## src/rtl/step_mod_counter.sv

```systemverilog
// Up/down counter over 0..limit with a variable step, wrap or saturate at the
// range ends, a one-cycle carry pulse per range event and a sticky overflow flag.
module step_mod_counter #(
    parameter int N      = 8,
    parameter int STEP_W = 4
) (
    input  logic              clk,
    input  logic              rst_n,
    input  logic              en,
    input  logic              clear,
    input  logic              load,
    input  logic [N-1:0]      load_val,
    input  logic              up_down,
    input  logic [STEP_W-1:0] step,
    input  logic [N-1:0]      limit,
    input  logic              sat_mode,
    output logic [N-1:0]      count_out,
    output logic              carry_out,
    output logic              at_term,
    output logic              ovf_sticky
);

    logic [N-1:0] step_ext;
    logic [N-1:0] s_eff;
    logic [N-1:0] load_clamped;
    logic [N:0]   lim_p1;
    logic [N:0]   sum_up;
    logic [N:0]   sum_down_wrap;
    logic [N-1:0] nxt_count;
    logic         nxt_carry;

    assign step_ext      = N'(step);
    assign s_eff         = (step_ext > limit) ? limit : step_ext;
    assign load_clamped  = (load_val > limit) ? limit : load_val;
    assign lim_p1        = {1'b0, limit} + {{N{1'b0}}, 1'b1};
    // N+1-bit sums so neither direction can overflow before the range check
    assign sum_up        = {1'b0, count_out} + {1'b0, s_eff};
    assign sum_down_wrap = {1'b0, count_out} + lim_p1 - {1'b0, s_eff};

    always_comb begin
        nxt_count = count_out;
        nxt_carry = 1'b0;
        if (step != '0) begin
            if (count_out > limit) begin
                nxt_count = up_down ? '0 : limit;
                nxt_carry = 1'b1;
            end else if (limit == '0) begin
                // single-value range: any nonzero step leaves it
                nxt_count = '0;
                nxt_carry = 1'b1;
            end else if (up_down) begin
                if (sum_up > {1'b0, limit}) begin
                    nxt_count = sat_mode ? limit : N'(sum_up - lim_p1);
                    nxt_carry = 1'b1;
                end else begin
                    nxt_count = sum_up[N-1:0];
                end
            end else begin
                if (s_eff > count_out) begin
                    nxt_count = sat_mode ? '0 : sum_down_wrap[N-1:0];
                    nxt_carry = 1'b1;
                end else begin
                    nxt_count = count_out - s_eff;
                end
            end
        end
    end

    always_ff @(posedge clk or negedge rst_n) begin
        if (!rst_n) begin
            count_out  <= '0;
            carry_out  <= 1'b0;
            ovf_sticky <= 1'b0;
        end else if (clear) begin
            count_out  <= '0;
            carry_out  <= 1'b0;
            ovf_sticky <= 1'b0;
        end else if (load) begin
            count_out  <= load_clamped;
            carry_out  <= 1'b0;
        end else if (en) begin
            count_out  <= nxt_count;
            carry_out  <= nxt_carry;
            if (nxt_carry)
                ovf_sticky <= 1'b1;
        end else begin
            carry_out  <= 1'b0;
        end
    end

    assign at_term = up_down ? (count_out == limit) : (count_out == '0);

endmodule

```

## config.mk

```make
export PLATFORM = sky130hd
export DESIGN_NAME = step_mod_counter
export DESIGN_NICKNAME = d
export VERILOG_FILES = /design/src/rtl/step_mod_counter.sv
export SDC_FILE = /design/constraint.sdc
export NUM_CORES = 1
export LEC_CHECK = 0
export BUFFER_PORTS_ARGS = -buffer_cell sky130_fd_sc_hd__buf_2
export CORE_ASPECT_RATIO = 1.5
export CORE_UTILIZATION = 45
export DETAILED_ROUTE_END_ITERATION = 7
export GPL_TIMING_DRIVEN = 0
export MAX_ROUTING_LAYER = met4
export PLACE_DENSITY_LB_ADDON = 0.08
export SYNTH_ARGS = -nofsm -noshare
export SYNTH_HDL_FRONTEND = slang
export SYNTH_SLANG_ARGS = --single-unit
export TNS_END_PERCENT = 50
```

## constraint.sdc

```tcl
create_clock -name clk -period 4.3 [get_ports clk]
set_input_delay 0.215 -clock clk [delete_from_list [all_inputs] [get_ports clk]]
set_output_delay 0.215 -clock clk [all_outputs]
set_load 0.005 [all_outputs]
```

==> report_table.html <==
<table>
<tr><th>Metric</th><th>Value</th></tr>
<tr><th colspan="2">Floorplan</th></tr>
<tr><td>Die area</td><td>7810 sq um</td></tr>
<tr><td>Die X-Extent</td><td>about 72 um</td></tr>
<tr><td>Area of the core</td><td>7230 sq um</td></tr>
<tr><td>Die Y-Extent</td><td>around 110 um</td></tr>
<tr><td>Count of boundary I/O pins</td><td>38</td></tr>
<tr><td>Initial standard-cell utilization of the core</td><td>a little under half</td></tr>
<tr><td>Count of standard-cell rows</td><td>38</td></tr>
<tr><th colspan="2">Logic synthesis</th></tr>
<tr><td>Number of enable-type register cells in the synthesized netlist</td><td>0</td></tr>
<tr><td>Yosys top cell area share</td><td>~23%</td></tr>
<tr><td>Share of synthesized area occupied by flip-flops and latches</td><td>7.46%</td></tr>
<tr><td>Number of instances in the synthesized netlist</td><td>roughly 420</td></tr>
<tr><td>Compound-cell area share of the yosys netlist</td><td>a little over a quarter</td></tr>
<tr><td>Register bit count reported by yosys</td><td>10</td></tr>
<tr><td>XOR/XNOR share of the synthesized area</td><td>between 7 and 8%</td></tr>
<tr><td>Yosys Warn Count</td><td>0</td></tr>
<tr><td>Flip-flop cell with the highest count after synthesis</td><td>dfrtp_1</td></tr>
<tr><td>Largest family of logic cells by synthesized area</td><td>adder cells</td></tr>
<tr><td>Mux cell area share after synthesis</td><td>6.46%</td></tr>
<tr><td>Yosys cell types</td><td>69</td></tr>
<tr><td>Async set-reset flop share out of synthesis</td><td>100%</td></tr>
<tr><td>Area leader, netlist</td><td>ha_1</td></tr>
<tr><td>Main area contributors after synthesis</td><td>ha_1, dfrtp_1, fa_1</td></tr>
<tr><td>Syn_area_per_cell</td><td>~8 sq um</td></tr>
<tr><td>Combined area of all synthesized cells</td><td>3350 sq um</td></tr>
<tr><td>Basic-gate share of the synthesized area counting and, or, nand and nor cells</td><td>between 15 and 20%</td></tr>
<tr><td>Post-synthesis adder-cell area fraction</td><td>between 20% and 30%</td></tr>
<tr><th colspan="2">Timing</th></tr>
<tr><td>Hold Fails Final Rpt</td><td>0</td></tr>
<tr><td>Final worst setup slack</td><td>-0.350 ns</td></tr>
<tr><td>Count of endpoints failing setup in the final report</td><td>10</td></tr>
<tr><td>Post-route minimum period</td><td>4.65 ns</td></tr>
<tr><td>Max Clk Rate</td><td>approximately 220 MHz</td></tr>
<tr><td>Final setup TNS</td><td>-2.47 ns</td></tr>
<tr><td>Worst Skew</td><td>roughly 0.0055 ns</td></tr>
<tr><td>Actual transition at the worst max-transition pin</td><td>around 1.0 ns</td></tr>
<tr><td>Number of max-slew violations in the final report</td><td>0</td></tr>
<tr><td>Setup repair after global routing missed its margin</td><td>true</td></tr>
<tr><td>Normalized max-slew margin</td><td>between 30% and 40%</td></tr>
<tr><td>Final clock period utilization by the worst path</td><td>108%</td></tr>
<tr><th colspan="2">Placed design</th></tr>
<tr><td>Worst Setup Slack post-DPL</td><td>-1.24 ns</td></tr>
<tr><td>Post-Place Cell Area</td><td>3720 sq um</td></tr>
<tr><td>Gp weighted congestion</td><td>0.901</td></tr>
<tr><td>Sum of net half-perimeters after detailed placement</td><td>8990 um</td></tr>
<tr><td>Buffers on Ports</td><td>33</td></tr>
<tr><th colspan="2">Final layout</th></tr>
<tr><td>Post-layout net count</td><td>588</td></tr>
<tr><td>Signed area change from the synthesized netlist to the final layout</td><td>21.9%</td></tr>
<tr><td>Fraction of final layout cells with drive strength greater than 1</td><td>approximately 20%</td></tr>
<tr><td>Number of diodes</td><td>0</td></tr>
<tr><td>Final design area excluding fillers</td><td>~4100 sq um</td></tr>
<tr><th colspan="2">Power and ir drop</th></tr>
<tr><td>Relative contribution of sequential cells to total power</td><td>under 10%</td></tr>
<tr><td>Max rail drop VDD</td><td>around 210 uV</td></tr>
<tr><td>Combinational power share</td><td>roughly 83%</td></tr>
<tr><td>Total power density per cell area</td><td>366 nW/um^2</td></tr>
<tr><td>Clk pwr share</td><td>6.9%</td></tr>
<tr><td>Switching share of total power</td><td>around half</td></tr>
<tr><td>Leak pwr</td><td>1.91 nW</td></tr>
<tr><td>Total power</td><td>approximately 0.0015 W</td></tr>
<tr><td>Internal portion of total power</td><td>between 0.0007 and 0.0008 W</td></tr>
<tr><td>Net switching power</td><td>0.000740 W</td></tr>
<tr><th colspan="2">Routing</th></tr>
<tr><td>Number of remaining DRC errors</td><td>0</td></tr>
<tr><td>Detailed router's first-iteration violation count</td><td>approximately 200</td></tr>
<tr><td>Vias post-DR</td><td>3,470</td></tr>
<tr><td>Ratio of routed vias to standard cells</td><td>roughly 5.9</td></tr>
<tr><td>Per-cell routed wire length</td><td>between 15 and 20 um</td></tr>
<tr><td>Routed Antenna Nets</td><td>0</td></tr>
<tr><td>Iteration count of the initial detailed-routing pass</td><td>4</td></tr>
<tr><td>Routed wire length</td><td>~11,000 um</td></tr>
<tr><th colspan="2">Critical path</th></tr>
<tr><td>Type of the worst setup path</td><td>input port to flop</td></tr>
<tr><td>Endpoint class of the critical path</td><td>flop</td></tr>
<tr><td>Required time at the worst-slack endpoint</td><td>roughly 4.4 ns</td></tr>
<tr><td>Signal arrival time at the worst endpoint</td><td>roughly 4.8 ns</td></tr>
<tr><td>R2R setup slack</td><td>0.46 ns</td></tr>
<tr><td>Crit path launch type</td><td>input port</td></tr>
<tr><td>Highest net fanout along the worst path</td><td>6</td></tr>
<tr><th colspan="2">Status</th></tr>
<tr><td>Result of the run</td><td>finished, violations left</td></tr>
<tr><td>Failing checks</td><td>negative setup slack</td></tr>
<tr><th colspan="2">Clock network</th></tr>
<tr><td>CTS tree</td><td>yes</td></tr>
<tr><td>Clock transition at the register clock pins on the worst setup and hold paths after CTS</td><td>0.05 ns</td></tr>
<tr><td>CTS Buffer Depth</td><td>2</td></tr>
<tr><td>Deepest level of the CTS H-tree</td><td>1</td></tr>
<tr><td>Number of buffers added by the clock tree synthesis step</td><td>3</td></tr>
<tr><td>Worst skew pair latency</td><td>approximately 0.24 ns</td></tr>
<tr><td>Number of clock sinks</td><td>10</td></tr>
<tr><td>Root buf cell</td><td>clkbuf_8</td></tr>
<tr><th colspan="2">GRT</th></tr>
<tr><td>Vias in the first global route</td><td>between 3,000 and 4,000</td></tr>
<tr><td>Global route total overflow</td><td>0</td></tr>
<tr><td>Initial antenna violation count</td><td>0</td></tr>
<tr><td>Total routing usage reported by global routing</td><td>between 30 and 40%</td></tr>
<tr><td>Global-route wire length before repair</td><td>17,300 um</td></tr>
<tr><td>Maximum number of pins on one net before global-route repair</td><td>12</td></tr>
<tr><th colspan="2">Flow run</th></tr>
<tr><td>Max-cap violations</td><td>0</td></tr>
<tr><th colspan="2">Hold path</th></tr>
<tr><td>Hold crit path type</td><td>input port to flop</td></tr>
</table>
kinds of logic (layout without fill, tap and decap cells):
family | after synthesis | in the layout
AND/OR/NAND/NOR | 117 | 117
adder cells (fa/ha/maj) | 71 | 71
buffers and inverters | 52 | 109
multiplexers | 20 | 20
AO/OA/AOI/OAI | 124 | 124
XOR/XNOR | 26 | 26
other | 2 | 11
flip-flops | 10 | 10
Yosys cell counts (all sizes together), types with 3 or more instances:
cell type  count
a211oi         7
a21o           8
a21oi         26
a221oi         5
clkbuf         8
dfrtp         10
fa            10
ha            61
inv           41
mux2          10
mux2i         10
nand2         28
nand2b         5
nand3         14
nand4          5
nor2          29
nor2b          4
nor3          13
nor4           5
o211ai        12
o21a           7
o21ai         23
o21bai         3
o22ai          3
o31ai          4
or3            3
xnor2         19
xor2           6
flip-flops by register name, indices dropped and copies added, names as in the netlist:
name / flops
carry_out: 1
count_out: 8
ovf_sticky: 1
cells in the final DEF (no fill, tap or decap), types with 4 or more instances in the layout:
master,n
a211oi_1,5
a21o_1,8
a21oi_1,23
buf_2,32
buf_4,20
clkbuf_1,6
conb_1,11
dfrtp_1,10
fa_1,9
ha_1,58
inv_1,36
mux2_1,4
mux2_4,4
mux2i_1,9
nand2_1,27
nand2b_1,5
nand3_1,14
nand4_1,5
nor2_1,27
nor2b_1,4
nor3_1,13
nor4_1,4
o211ai_1,12
o21a_1,7
o21ai_0,18
xnor2_1,16
xor2_1,6
metrics by stage:
stage	hold WS, ns	instances	utilization (%)
finish	0.362	588	56.6
global route	0.380	588	56.6
CTS	0.358	580	54.8
detailed placement	0.101	564	51.5
global placement	0.0939	564	51.5
floorplan	-0.0806	431	-
final timing paths:
path                         startpoint      endpoint  depth (start not counted)
max in group asynchronous         rst_n  count_out[4]                          2
min reg2reg                  ovf_sticky    ovf_sticky                          2
min in group asynchronous         rst_n  count_out[6]                          2
max reg2reg                count_out[0]  count_out[3]                         17
max                            limit[1]  count_out[3]                         27
min                         load_val[4]  count_out[4]                          4
critical path, cell delays in order:
cell        delay [ns]
buf_12            0.08
clkinvlp_4        0.09
ha_4              0.27
nor2b_1           0.11
o21a_1            0.11
o21a_1            0.10
o211ai_1          0.12
buf_4             0.21
buf_6             0.12
o21ai_4           0.15
ha_4              0.16
inv_2             0.04
fa_2              0.35
and2b_1           0.24
o221ai_2          0.14
a21oi_2           0.16
nor2_2            0.06
xnor2_2           0.15
ha_1              0.30
nand4b_1          0.16
or3_1             0.36
o211ai_1          0.12
nand2_1           0.12
buf_4             0.15
mux2_4            0.29
a221oi_2          0.24
o211ai_1          0.12
power groups by stage:
stage          Sequential [W]  Combinational, W  Clock, W
2_1_floorplan        0.000133          0.000805         0
3_3_place_gp         0.000146           0.00104         0
3_5_place_dp         0.000146           0.00106         0
4_1_cts              0.000145           0.00114  0.000101
5_1_grt              0.000148           0.00136  0.000107
6_report             0.000146           0.00125  0.000103
repair_timing:
| action | 4_1_cts | 5_1_grt |
|---|---|---|
| hold endpoints to repair | 10 | 0 |
| setup endpoints to repair | 10 | 10 |
| pin swaps | 22 | 16 |
| setup buffers | 12 | 8 |
| gates resized for setup | 22 | 15 |
| hold buffers | 1 | 0 |
cell type report:
type	count	area [sq um]
Sequential cell	10	250
Multi-Input combinational cell	369	3090
Fill cell	727	3140
Tap cell	100	125
Buffer	10	56.3
Inverter	42	164
Timing Repair Buffer	54	357
Clock buffer	3	41.3
per-layer routing:
metal	part of all wire, %	up-vias	routed length (um)	track usage (%)
met1	39	1618	4310	31.5
met4	5.3	0	585	14.8
met5	0	-	0	-
li1	-	1686	-	-
met2	52	118	5730	55.5
met3	3.4	48	373	2.06
Note: power is estimated with default switching activity, not from simulation.
